$ cat src/rtl/tetris_input_pkg.sv
// Shared encodings for the button-to-command front end: command codes and
// the auto-repeat channel state encoding.
package tetris_input_pkg;

    localparam logic [2:0] CMD_NONE   = 3'd0;
    localparam logic [2:0] CMD_LEFT   = 3'd1;
    localparam logic [2:0] CMD_RIGHT  = 3'd2;
    localparam logic [2:0] CMD_DOWN   = 3'd3;
    localparam logic [2:0] CMD_ROTATE = 3'd4;
    localparam logic [2:0] CMD_DROP   = 3'd5;

    typedef enum logic [1:0] {
        ST_IDLE   = 2'd0,
        ST_DELAY  = 2'd1,
        ST_REPEAT = 2'd2
    } chan_state_t;

endpackage

$ cat src/rtl/repeat_channel.sv
// Auto-repeat channel: one event on press, a second after DAS_DELAY+1 cycles,
// then one every ARR_PERIOD+1 cycles while the button stays held.
//   state     | meaning
//   ST_IDLE   | waiting for a fresh press (rising edge)
//   ST_DELAY  | pressed, counting the initial auto-shift delay
//   ST_REPEAT | held past the delay, counting the repeat period
import tetris_input_pkg::*;

module repeat_channel #(
    parameter int DAS_DELAY  = 17_000_000,
    parameter int ARR_PERIOD = 4_999_999,
    parameter int CNT_W      = 25
) (
    input  logic clk,
    input  logic reset,
    input  logic i_btn,
    input  logic i_inhibit,
    output logic o_event
);

    localparam logic [CNT_W-1:0] DAS_C = CNT_W'(DAS_DELAY);
    localparam logic [CNT_W-1:0] ARR_C = CNT_W'(ARR_PERIOD);

    chan_state_t      r_state, w_state_nxt;
    logic [CNT_W-1:0] r_cnt, w_cnt_nxt;
    logic             r_btn_prev;
    logic             w_rise;
    logic             w_hold;

    assign w_rise = i_btn & ~r_btn_prev;
    assign w_hold = i_btn & ~i_inhibit;

    // Previous level resets high so a button held through reset needs a re-press.
    always_ff @(posedge clk) begin
        if (reset) begin
            r_state    <= ST_IDLE;
            r_cnt      <= '0;
            r_btn_prev <= 1'b1;
        end else begin
            r_state    <= w_state_nxt;
            r_cnt      <= w_cnt_nxt;
            r_btn_prev <= i_btn;
        end
    end

    always_comb begin
        w_state_nxt = r_state;
        w_cnt_nxt   = r_cnt;
        if (!w_hold) begin
            w_state_nxt = ST_IDLE;
            w_cnt_nxt   = '0;
        end else begin
            case (r_state)
                ST_IDLE: begin
                    if (w_rise) begin
                        w_state_nxt = ST_DELAY;
                        w_cnt_nxt   = '0;
                    end
                end
                ST_DELAY: begin
                    if (r_cnt == DAS_C) begin
                        w_state_nxt = ST_REPEAT;
                        w_cnt_nxt   = '0;
                    end else begin
                        w_cnt_nxt = r_cnt + 1'b1;
                    end
                end
                ST_REPEAT: begin
                    if (r_cnt == ARR_C) w_cnt_nxt = '0;
                    else                w_cnt_nxt = r_cnt + 1'b1;
                end
                default: begin
                    w_state_nxt = ST_IDLE;
                    w_cnt_nxt   = '0;
                end
            endcase
        end
    end

    // Release or opposition suppresses any same-cycle expiry.
    always_comb begin
        o_event = 1'b0;
        if (w_hold) begin
            case (r_state)
                ST_IDLE:   o_event = w_rise;
                ST_DELAY:  o_event = (r_cnt == DAS_C);
                ST_REPEAT: o_event = (r_cnt == ARR_C);
                default:   o_event = 1'b0;
            endcase
        end
    end

endmodule

$ cat src/rtl/button_cmd_repeater.sv
// Turns debounced button levels into single-cycle game commands with
// auto-repeat on LEFT/RIGHT/DOWN, priority arbitration and a one-entry output slot.
import tetris_input_pkg::*;

module button_cmd_repeater #(
    parameter int DAS_DELAY  = 17_000_000,
    parameter int ARR_PERIOD = 4_999_999,
    parameter int CNT_W      = 25
) (
    input  logic       clk,
    input  logic       reset,
    input  logic       btn_left,
    input  logic       btn_right,
    input  logic       btn_down,
    input  logic       btn_rotate,
    input  logic       btn_drop,
    input  logic       cmd_ready,
    output logic       cmd_valid,
    output logic [2:0] cmd,
    output logic       cmd_dropped
);

    logic       r_rotate_prev, r_drop_prev;
    logic       r_cmd_valid, r_cmd_dropped;
    logic [2:0] r_cmd;
    logic       w_inhibit_lr;
    logic       w_ev_left, w_ev_right, w_ev_down, w_ev_rotate, w_ev_drop;
    logic [4:0] w_ev_vec;
    logic       w_any, w_multi, w_load;
    logic [2:0] w_sel;

    assign w_inhibit_lr = btn_left & btn_right;

    repeat_channel #(.DAS_DELAY(DAS_DELAY), .ARR_PERIOD(ARR_PERIOD), .CNT_W(CNT_W)) u_left (
        .clk(clk), .reset(reset), .i_btn(btn_left), .i_inhibit(w_inhibit_lr), .o_event(w_ev_left));
    repeat_channel #(.DAS_DELAY(DAS_DELAY), .ARR_PERIOD(ARR_PERIOD), .CNT_W(CNT_W)) u_right (
        .clk(clk), .reset(reset), .i_btn(btn_right), .i_inhibit(w_inhibit_lr), .o_event(w_ev_right));
    repeat_channel #(.DAS_DELAY(DAS_DELAY), .ARR_PERIOD(ARR_PERIOD), .CNT_W(CNT_W)) u_down (
        .clk(clk), .reset(reset), .i_btn(btn_down), .i_inhibit(1'b0), .o_event(w_ev_down));

    assign w_ev_rotate = btn_rotate & ~r_rotate_prev;
    assign w_ev_drop   = btn_drop & ~r_drop_prev;

    assign w_ev_vec = {w_ev_drop, w_ev_rotate, w_ev_down, w_ev_left, w_ev_right};
    assign w_any    = |w_ev_vec;
    assign w_multi  = ($countones(w_ev_vec) > 1);
    assign w_load   = w_any & (~r_cmd_valid | cmd_ready);

    always_comb begin
        w_sel = CMD_NONE;
        if      (w_ev_drop)   w_sel = CMD_DROP;
        else if (w_ev_rotate) w_sel = CMD_ROTATE;
        else if (w_ev_down)   w_sel = CMD_DOWN;
        else if (w_ev_left)   w_sel = CMD_LEFT;
        else if (w_ev_right)  w_sel = CMD_RIGHT;
    end

    // Events are never queued: anything not loaded this cycle is reported and lost.
    always_ff @(posedge clk) begin
        if (reset) begin
            r_rotate_prev <= 1'b1;
            r_drop_prev   <= 1'b1;
            r_cmd_valid   <= 1'b0;
            r_cmd         <= CMD_NONE;
            r_cmd_dropped <= 1'b0;
        end else begin
            r_rotate_prev <= btn_rotate;
            r_drop_prev   <= btn_drop;
            r_cmd_dropped <= 1'b0;
            if (w_load) begin
                r_cmd_valid   <= 1'b1;
                r_cmd         <= w_sel;
                r_cmd_dropped <= w_multi;
            end else if (w_any) begin
                r_cmd_dropped <= 1'b1;
            end else if (r_cmd_valid && cmd_ready) begin
                r_cmd_valid <= 1'b0;
                r_cmd       <= CMD_NONE;
            end
        end
    end

    assign cmd_valid   = r_cmd_valid;
    assign cmd         = r_cmd;
    assign cmd_dropped = r_cmd_dropped;

endmodule

$ cat config.mk
export PLATFORM = sky130hd
export DESIGN_NAME = button_cmd_repeater
export DESIGN_NICKNAME = d
export VERILOG_FILES = /design/src/rtl/tetris_input_pkg.sv /design/src/rtl/repeat_channel.sv /design/src/rtl/button_cmd_repeater.sv
export SDC_FILE = /design/constraint.sdc
export NUM_CORES = 1
export LEC_CHECK = 0
export CORE_MARGIN = 4
export CORE_UTILIZATION = 55
export DETAILED_ROUTE_END_ITERATION = 8
export GPL_TIMING_DRIVEN = 0
export PLACE_DENSITY = 0.78
export SLEW_MARGIN = 20
export SYNTH_ARGS = -nofsm -noshare
export SYNTH_HDL_FRONTEND = slang
export SYNTH_SLANG_ARGS = --single-unit
$ cat constraint.sdc
create_clock -name clk -period 3.6 [get_ports clk]
set_input_delay 0.72 -clock clk [delete_from_list [all_inputs] [get_ports clk]]
set_output_delay 0.72 -clock clk [all_outputs]
set_load 0.02 [all_outputs]
# After elaboration in Yosys (flattened, before gate mapping)
# Index checks and enable logic that the tools add are counted.
dict set report totals {
  reg_bits 91
  ramBits 0
  output_inout_bits 5
  latchBits 0
  wordCells 117
  inputBits 8
  mem_count 0
  rom_bits 0
}
dict set report op_classes {
  order_cmp 1
  div 0
  add_sub_neg 7
  reduce_logical 13
  shifts 0
  n_eq_ne 19
  multipliers 0
  muxes 40
  bitwise 23
}
# cell count
set ops {}
lappend ops {{$mux W25} 9}
lappend ops {{$pmux W25 S3} 3}
lappend ops {{$add A25 B1 Y25 const B} 3}
lappend ops {{$eq A25 B23 Y1 const B} 3}
lappend ops {{$eq A25 B25 Y1 const B} 3}
lappend ops {{$mux W2} 9}
lappend ops {{$pmux W2 S3} 3}
lappend ops {{$mux W3} 5}
lappend ops {{$ne A2 B1 Y1 const B} 7}
lappend ops {{$not A1 Y1} 13}
lappend ops {{$and A1 B1 Y1} 9}
lappend ops {{$pmux W1 S3} 3}
lappend ops {{$reduce_and A3 Y1} 3}
lappend ops {{$mux W1} 8}
lappend ops {{$eq A2 B1 Y1 const B} 3}
lappend ops {{$eq A2 B2 Y1 const B} 3}
lappend ops {{$logic_not A2 Y1} 3}
lappend ops {{$reduce_or A2 Y1} 3}
lappend ops {{$reduce_or A5 Y1} 1}
lappend ops {{$add A1 B1 Y2} 2}
lappend ops {{$add A3 B1 Y4} 1}
lappend ops {{$gt A4 B1 Y1 const B} 1}
lappend ops {{$add A2 B2 Y3} 1}
lappend ops {{$reduce_and A2 Y1} 1}
lappend ops {{other kinds (3)} 3}

# Depth between registers and ports, before layout
# Gate-level depths: netlist (run 1).
dict set report depth {
  depth_word 10
  mapped_depth 11
  depth_no_buf 11
}

# By module
# Synthesis (run 1) repeated with hierarchy kept, for this count alone.
dict set report unflattened {
  hier_cells 685
  hier_area_um2 5669.2
}
# module area_each_um2 cells_each n_inst seq_area_each_um2
set modules_own_cells {}
lappend modules_own_cells {{repeat_channel (u_down ...)} 1818.0 219 2 560.5}
lappend modules_own_cells {{repeat_channel (u_right)} 1629.1 203 1 560.5}
lappend modules_own_cells {button_cmd_repeater 404.1 44 1 140.1}

# Worst setup path before layout (run 1)
# OpenSTA, ideal clock, no wires.
dict set report synth_path {
  path_kind {reg-to-reg}
  start {register u_right.r_cnt[12]}
  end {register r_cmd_dropped, in the netlist cmd_dropped}
  path_slack_ns 0.416
  path_stages_with_launch 10
  setup_time_ns 0.086
  required_time_ns 3.514
  period_less_slack_ns 3.184
  arrival_ns 3.099
  n_path_buf 0
  path_cell_list {dfxtp_1 -> or4b_1 -> or2_1 -> or4_1 -> a2111o_1 -> fa_1 -> inv_1 -> ha_1 -> o21ai_0 -> a211oi_1}
}
dict set report synth_between {
  elab_chain_cells 8
  elab_cells_between_ends 12
  classes_between {3 x add/sub; 1 x order compare; 2 x eq/ne; 4 x mux; 1 x bitwise; 1 x reduce/logical}
}
# item line
set synth_rtl {}
lappend synth_rtl {{start, declared} repeat_channel.sv:25} ;# logic [CNT_W-1:0] r_cnt, w_cnt_nxt;
lappend synth_rtl {{start signal, assigned} repeat_channel.sv:41} ;# r_cnt <= w_cnt_nxt;
lappend synth_rtl {{$eq A25 B23 Y1 or $eq A25 B25 Y1 (tied branches)} {repeat_channel.sv:87, repeat_channel.sv:86}}
lappend synth_rtl {{$pmux W1 S3 *} repeat_channel.sv:84} ;# case (r_state)
lappend synth_rtl {{$mux W1 *} repeat_channel.sv:83} ;# if (w_hold) begin
lappend synth_rtl {{$add A1 B1 Y2 (implied by the code)} button_cmd_repeater.sv:46} ;# assign w_multi = ($countones(w_ev_vec) > 1);
lappend synth_rtl {{$add A2 B2 Y3 (implied by the code)} button_cmd_repeater.sv:46}
lappend synth_rtl {{$add A3 B1 Y4 (implied by the code)} button_cmd_repeater.sv:46}
lappend synth_rtl {{$gt A4 B1 Y1} button_cmd_repeater.sv:46}
lappend synth_rtl {{$mux W1 *} button_cmd_repeater.sv:70} ;# if (w_load) begin
lappend synth_rtl {{end signal, assigned} button_cmd_repeater.sv:73} ;# r_cmd_dropped <= w_multi;
lappend synth_rtl {{end, declared} button_cmd_repeater.sv:24} ;# logic r_cmd_valid, r_cmd_dropped;
# Every way passes the cells marked *; elsewhere a longest branch is shown, timed or not.
# A chain may end at the register's enable or synchronous reset.

# Worst setup path in the final report (run 1)
dict set report layout_path {
  start {register u_right.r_cnt[14]}
  end {register r_cmd_dropped, in the netlist cmd_dropped}
}
# The elaborated chain is that of the path after synthesis.

==> results of run 1 <==
## layout make-up
type                    count  share of cell area (%)
multi-input cells         448                    53.6
flip-flops and latches     91                    34.2
clock buffers              11                    2.85
well taps                 105                    2.47
repair buffers             12                    2.26
inverters                  28                    1.98
clock inverters             5                    1.58
plain buffers              14                    1.03
## stage by stage
stage	hold WS [ns]	util (%)	power [mW]
after floorplan	0.449	-	1.11
after global placement	0.463	60.5	1.14
after detailed placement	0.489	60.6	1.14
after CTS	0.503	63.4	1.94
after global routing	0.541	63.5	2.00
final	0.505	63.5	1.93
## worst paths after layout
kind / end / cells past startpoint / slack, ns
min reg2reg: u_left.r_cnt[12] / 2 / 0.50
max: cmd_dropped / 9 / 0.21
max reg2reg: cmd_dropped / 9 / 0.21
min: u_left.r_cnt[12] / 2 / 0.50
## per-layer routing
metal	routed length, um	vias up
met5	0	-
met1	4660	1982
met2	5150	80
li1	-	2073
met4	132	0
met3	466	14
## worst reg2reg max path, cell delays in order (launching register included)
cell      delay, ns
dfxtp_1        0.41
or4b_1         0.48
or2_1          0.28
or4_1          0.52
a2111o_1       0.51
fa_1           0.52
inv_1          0.04
ha_1           0.25
o21ai_0        0.07
a211oi_1       0.24
## layout by cell type (no fill, tap or decap), types with 11 or more instances in the layout
master,instances
a21oi_1,22
and3_1,11
clkbuf_1,12
clkbuf_8,11
clkdlybuf4s50_1,12
dfxtp_1,91
ha_1,21
inv_1,27
nand2_1,54
nand3_1,19
nand4_1,19
nor2_1,91
nor2b_1,11
nor3_1,12
xnor2_1,30
xor2_1,25
## cell families after synthesis
kind of cell	count (synthesis)	synth area share (%)
flops	91	37.8
xor+xnor	55	9.99
fa+ha+maj	22	5.86
mux	3	0.623
compound gates	75	10.5
buf+inv	42	3.32
simple gates	293	31.9
## power by group through the flow
stage,Combinational [mW],Sequential (mW),Clock (mW)
2_1_floorplan,0.0591,1.05,0
3_3_place_gp,0.0963,1.04,0
3_5_place_dp,0.0994,1.04,0
4_1_cts,0.100,1.02,0.819
5_1_grt,0.112,1.02,0.865
6_report,0.101,1.02,0.811
## flip-flops by register name (all words and copies together), names as in the netlist, 2 cells and up
| signal | count |
|---|---|
| u_down.r_cnt | 25 |
| u_left.r_cnt | 25 |
| u_right.r_cnt | 25 |
| cmd | 3 |
| u_down.r_state | 2 |
| u_left.r_state | 2 |
| u_right.r_state | 2 |
==> impl_results.md, run 1 <==
* WL per Instance at 14.6 um
* Peak VDD IR at between 0.0002 and 0.00025 V
* Status: complete, no violations
* Setup WS post-layout at 0.209 ns
* Switching Power at 446 uW
* Pre-CTS WS at -0.187 ns
* CP peak stage delay at 0.51 ns
* Die area at 10300 um2
* DIE WIDTH at 102 um
* Share of the synthesized area in the top cell type at 37.8%
* Relative slew slack at 34.2%
* CTS Hold Bufs at 0
* Num rows at 33
* Initial Util at 57.5%
* Via Count at 4149
* Non-filler cells, final at just over 700
* Worst Tran Pin Value at between 0.9 and 1 ns
* Fin nets at 634
* WL final at 10.4 mm
* CTS tree: yes
* FF+latch area at 1820 um2
* Ports at 13
* Worst-path fanout max at 5
* Switching portion of total power at between 20% and 30%
* Clock buffer depth at 2
* Final Max Slew Viols at 0
* GR met1 Demand/Resource at 26.9%
* Multi-input gate area at 2850 um2
* R2r startpoint: u_right.r_cnt[14]
* First-pass GRT wire length at roughly 18 mm
* Time the worst path needs with I/O delays and setup at 3.39 ns
* DRT Pass-1 Iters at 5
* Reg power frac at between 50% and 60%
* Post-synth EDFFs at 0
* WP data arrival at 3.66 ns
* Largest net degree at the start of global routing at 16
* Dpl cell area at 5080 um2
* Layout cell share with drive strength beyond 1 at 5.25%
* Detail Route Antenna Nets at 0
* CTS buffer count at 9
* Critical path, cell by cell: or4b_1 -> or2_1 -> or4_1 -> a2111o_1 -> fa_1 -> inv_1 -> ha_1 -> o21ai_0 -> a211oi_1
* Setup crit start: u_right.r_cnt[14]
* Hold WC Path Type: reg -> reg
* Sequential share of the synthesized area at 37.8%
* Post-route design area at 5320 um2
* FFs w/ async S/R, synth at 0%
* P&R area growth vs syn at 10.3%
* Post-Syn Area at 4820 um2
* Dpl hpwl at between 7 and 8 mm
* Fmax at between 200 and 300 MHz
* Flops & latches, synth at 91
* Crit path launch type: register
* GR Util met3 at 2.82%
* Prevailing post-synth register cell: dfxtp_1
* # diodes at 0
* Final cycle utilization of the critical path at 94.2%
* Fillcell total at about 730
* Clk_skew at approximately 0.013 ns
* Dominant cell type by area after synthesis: dfxtp_1
* Top cells by area, synth: dfxtp_1 38%, nor2_1 7.1%, ha_1 5.4%
* DRC marker count from the first detailed-route iteration at 165
* Drt drc at 0
* Synthesized instance count at 581
* CP max-delay cell: or4_1
* Vias per cell at 5.81
* Root buffer selected by CTS: clkbuf_8
* Commonest cells in the netlist: 91 x dfxtp_1, 91 x nor2_1, 54 x nand2_1
* Power Density at 363 nW/um2
* Core area at 8380 um2
* CP Class: reg -> reg
* Combinational Power Share at roughly 5.2%
* Avg Cell Area, Syn at 8.30 um2
* Final Hold Fails at 0
* CP required at 3.87 ns
* Syn nets at just over 600
* # setup viols final at 0
* # port buffers at 12
* H-tree Lvls at 3
* All-Layer GR Usage at 21.3%
* Crit path buf inv count at 1
* RePlAce Congestion at approximately 0.85
* RSZ-0062 raised after global routing: false
* Max-cap viol count at 0
* Cell family with most CP delay: simple AND/OR/NAND/NOR gates
* Via count of the first global-routing pass at 4066
* Placed cells at approximately 700
* Setup_tns at 0 ns
* Clock latency on the worst-skew pair at 0.36 ns
* Internal at 1.49 mW
* CTS Sinks at 91
* Post-CTS setup buffer count at 0
* Busiest metal layer after global routing: met2
* Clock share of power at 42.0%
* GR Layer Usage met2 at between 30 and 40%
* Antenna violations before repair at 0
* Netlist cell types at 60
* Cts repair resizes at 0
* Total leakage power at 1.76 nW
* Total grt overflow at 0
* Synthesis Warnings at 0
* Critical Path End Type: register
* Die outline height at 102 um
* Hold_sp: u_left.r_cnt[12]
* Clock transition at path regs at around 0.1 ns
No activity file was read; power rests on OpenSTA's default activity.
==> run 2: changes to the inputs <==
--- a/config.mk
+++ b/config.mk
@@ -9,6 +9,7 @@
 export CORE_UTILIZATION = 55
 export DETAILED_ROUTE_END_ITERATION = 8
 export GPL_TIMING_DRIVEN = 0
+export MAX_ROUTING_LAYER = met4
 export PLACE_DENSITY = 0.78
 export SLEW_MARGIN = 20
 export SYNTH_ARGS = -nofsm -noshare
==> impl_results.md, run 2 (synthesized netlist as in run 1, its figures left out) <==
* Status: complete, no violations
* Dpl hpwl at 7.62 mm (unchanged)
* # diodes at 0 (unchanged)
* Clock transition at path regs at 0.10 ns (about the same)
* Combinational Power Share at 5.2% (about the same)
* Peak VDD IR at 0.000215 V (+0.32%)
* GR Util met3 at 3.24% (+0.41 points)
* CP Class: reg -> reg
* Final Hold Fails at 0 (unchanged)
* Clk_skew at 0.0127 ns (-0.000183 ns)
* H-tree Lvls at 3 (unchanged)
* Reg power frac at 52.8% (about the same)
* Dpl cell area at 5080 um2 (unchanged)
* # port buffers at 12 (unchanged)
* WL per Instance at 14.6 um (about the same)
* RSZ-0062 raised after global routing: false
* Post-CTS setup buffer count at 0 (unchanged)
* Crit path buf inv count at 1 (unchanged)
* P&R area growth vs syn at 10.3% (about the same)
* DIE WIDTH at 102 um (unchanged)
* Time the worst path needs with I/O delays and setup at 3.39 ns (+0.00428 ns)
* Clock buffer depth at 2 (unchanged)
* CTS buffer count at 9 (unchanged)
* Antenna violations before repair at 0 (unchanged)
* Total grt overflow at 0 (unchanged)
* Relative slew slack at 30.1% (-4.1 points)
* Worst-path fanout max at 5 (unchanged)
* Critical path, cell by cell: or4b_1 -> or2_1 -> or4_1 -> a2111o_1 -> fa_1 -> inv_1 -> ha_1 -> o21ai_0 -> a211oi_1
* CP peak stage delay at 0.51 ns (about the same)
* Max-cap viol count at 0 (unchanged)
* Final Max Slew Viols at 0 (unchanged)
* Drt drc at 0 (unchanged)
* Initial Util at 57.5% (unchanged)
* Worst Tran Pin Value at 1.02 ns (+0.0377 ns)
* GR met1 Demand/Resource at 27.0% (+0.043 points)
* # setup viols final at 0 (unchanged)
* Total leakage power at 1.76 nW (about the same)
* WP data arrival at 3.67 ns (about the same)
* Vias per cell at 5.82 (+0.12%)
* Clock share of power at 42.0% (about the same)
* Most frequent cells in the layout: 91 x nor2_1, 91 x dfxtp_1, 54 x nand2_1, 30 x xnor2_1, 27 x inv_1
* Internal at 1.49 mW (about the same)
* Root buffer selected by CTS: clkbuf_8
* Critical Path End Type: register
* Detail Route Antenna Nets at 0 (unchanged)
* Num rows at 33 (unchanged)
* Power Density at 364 nW/um2 (about the same)
* Crit path launch type: register
* Cell family with most CP delay: simple AND/OR/NAND/NOR gates
* CP required at 3.88 ns (about the same)
* Core area at 8380 um2 (unchanged)
* Busiest metal layer after global routing: met2
* WL final at 10.4 mm (about the same)
* DRT Pass-1 Iters at 5 (unchanged)
* Fin nets at 634 (unchanged)
* Die outline height at 102 um (unchanged)
* Pwr Total at 1.93 mW (about the same)
* First-pass GRT wire length at 18.1 mm (unchanged)
* Die area at 10300 um2 (unchanged)
* CTS Hold Bufs at 0 (unchanged)
* Cts repair resizes at 0 (unchanged)
* Layout cell share with drive strength beyond 1 at 5.25% (unchanged)
* Clock latency on the worst-skew pair at 0.36 ns (about the same)
* Hold WC Path Type: reg -> reg
* Via Count at 4154 (+0.12%)
* GR Layer Usage met2 at 37.1% (-0.20 points)
* DRC marker count from the first detailed-route iteration at 172 (+4.2%)
* CP max-delay cell: or4_1
* Fillcell total at 731 (-0.41%)
* FF+latch area at 1820 um2 (unchanged)
* Final cycle utilization of the critical path at 94.3% (+0.12 points)
* CTS Sinks at 91 (unchanged)
* Post-route design area at 5320 um2 (about the same)
* Via count of the first global-routing pass at 4079 (+0.32%)
* Ports at 13 (unchanged)
* Switching portion of total power at 23.1% (+0.031 points)
* Fmax at 295 MHz (-0.13%)
* RePlAce Congestion at 0.864 (+1.6%)
* All-Layer GR Usage at 22.0% (+0.76 points)
* Largest net degree at the start of global routing at 16 (unchanged)
* Multi-input gate area at 2850 um2 (about the same)
* Switching Power at 447 uW (+0.17%)
* CTS tree: yes
* Biggest regs: u_down.r_cnt: 25 flops, u_left.r_cnt: 25 flops, u_right.r_cnt: 25 flops
## run 2: changes by cell type in the layout (fill, tap and decap cells not counted)
| cell | before | now |
|---|---|---|
| a2111oi_0 | 1 | 2 |
| a2111oi_1 | 4 | 3 |
## run 2: tightest hold or removal path: stages (launching register included)
cell	delay (ns)
dfxtp_1	0.35
nand2_1	0.07
a21oi_1	0.05
## run 2: path summary, 6_finish.rpt
| path | startpoint | end | cells after the start | slack (ns) |
|---|---|---|---|---|
| min reg2reg | u_left.r_cnt[12] | u_left.r_cnt[12] | 2 | 0.51 |
| max | u_right.r_cnt[14] | cmd_dropped | 9 | 0.21 |
| max reg2reg | u_right.r_cnt[14] | cmd_dropped | 9 | 0.21 |
| min | u_left.r_cnt[12] | u_left.r_cnt[12] | 2 | 0.51 |
## run 2: metal layers
metal,up-vias,part of all wire [%]
met5,-,0
met4,0,1.2
met1,1982,45
met3,15,4.6
li1,2076,-
met2,81,50
## run 2: per-stage QoR
step | util (%) | cells | TNS (ns) | hold WS, ns | setup slack [ns]
floorplan | - | 581 | 0 | 0.449 | 0.416
global placement | 60.5 | 698 | -1.16 | 0.463 | -0.239
detailed placement | 60.6 | 698 | -1.05 | 0.489 | -0.187
CTS | 63.4 | 714 | 0 | 0.503 | 0.176
global route | 63.5 | 714 | 0 | 0.541 | 0.00141
finish | 63.5 | 714 | 0 | 0.505 | 0.205
## run 2: power groups by stage
| stage | Sequential (mW) | Combinational (mW) | Clock [mW] |
|---|---|---|---|
| floorplan | 1.05 | 0.0591 | 0 |
| global placement | 1.04 | 0.0963 | 0 |
| detailed placement | 1.04 | 0.0994 | 0 |
| CTS | 1.02 | 0.100 | 0.819 |
| global route | 1.02 | 0.111 | 0.869 |
| finish | 1.02 | 0.101 | 0.812 |
## run 2: cell type report
cell class	count	area share [%]
well taps	105	2.47
clock buffers	11	2.85
clock inverters	5	1.58
plain buffers	14	1.04
inverters	28	1.98
multi-input cells	448	53.6
repair buffers	12	2.26
flip-flops and latches	91	34.3
==> run 3: changes to the inputs <==
--- a/config.mk
+++ b/config.mk
@@ -9,6 +9,7 @@
 export CORE_UTILIZATION = 55
 export DETAILED_ROUTE_END_ITERATION = 8
 export GPL_TIMING_DRIVEN = 0
+export HOLD_SLACK_MARGIN = 0.02
 export MAX_ROUTING_LAYER = met4
 export PLACE_DENSITY = 0.78
 export SLEW_MARGIN = 20
==> results of run 3 <==
The final DEF is identical to that of run 2; final timing and power are the same.
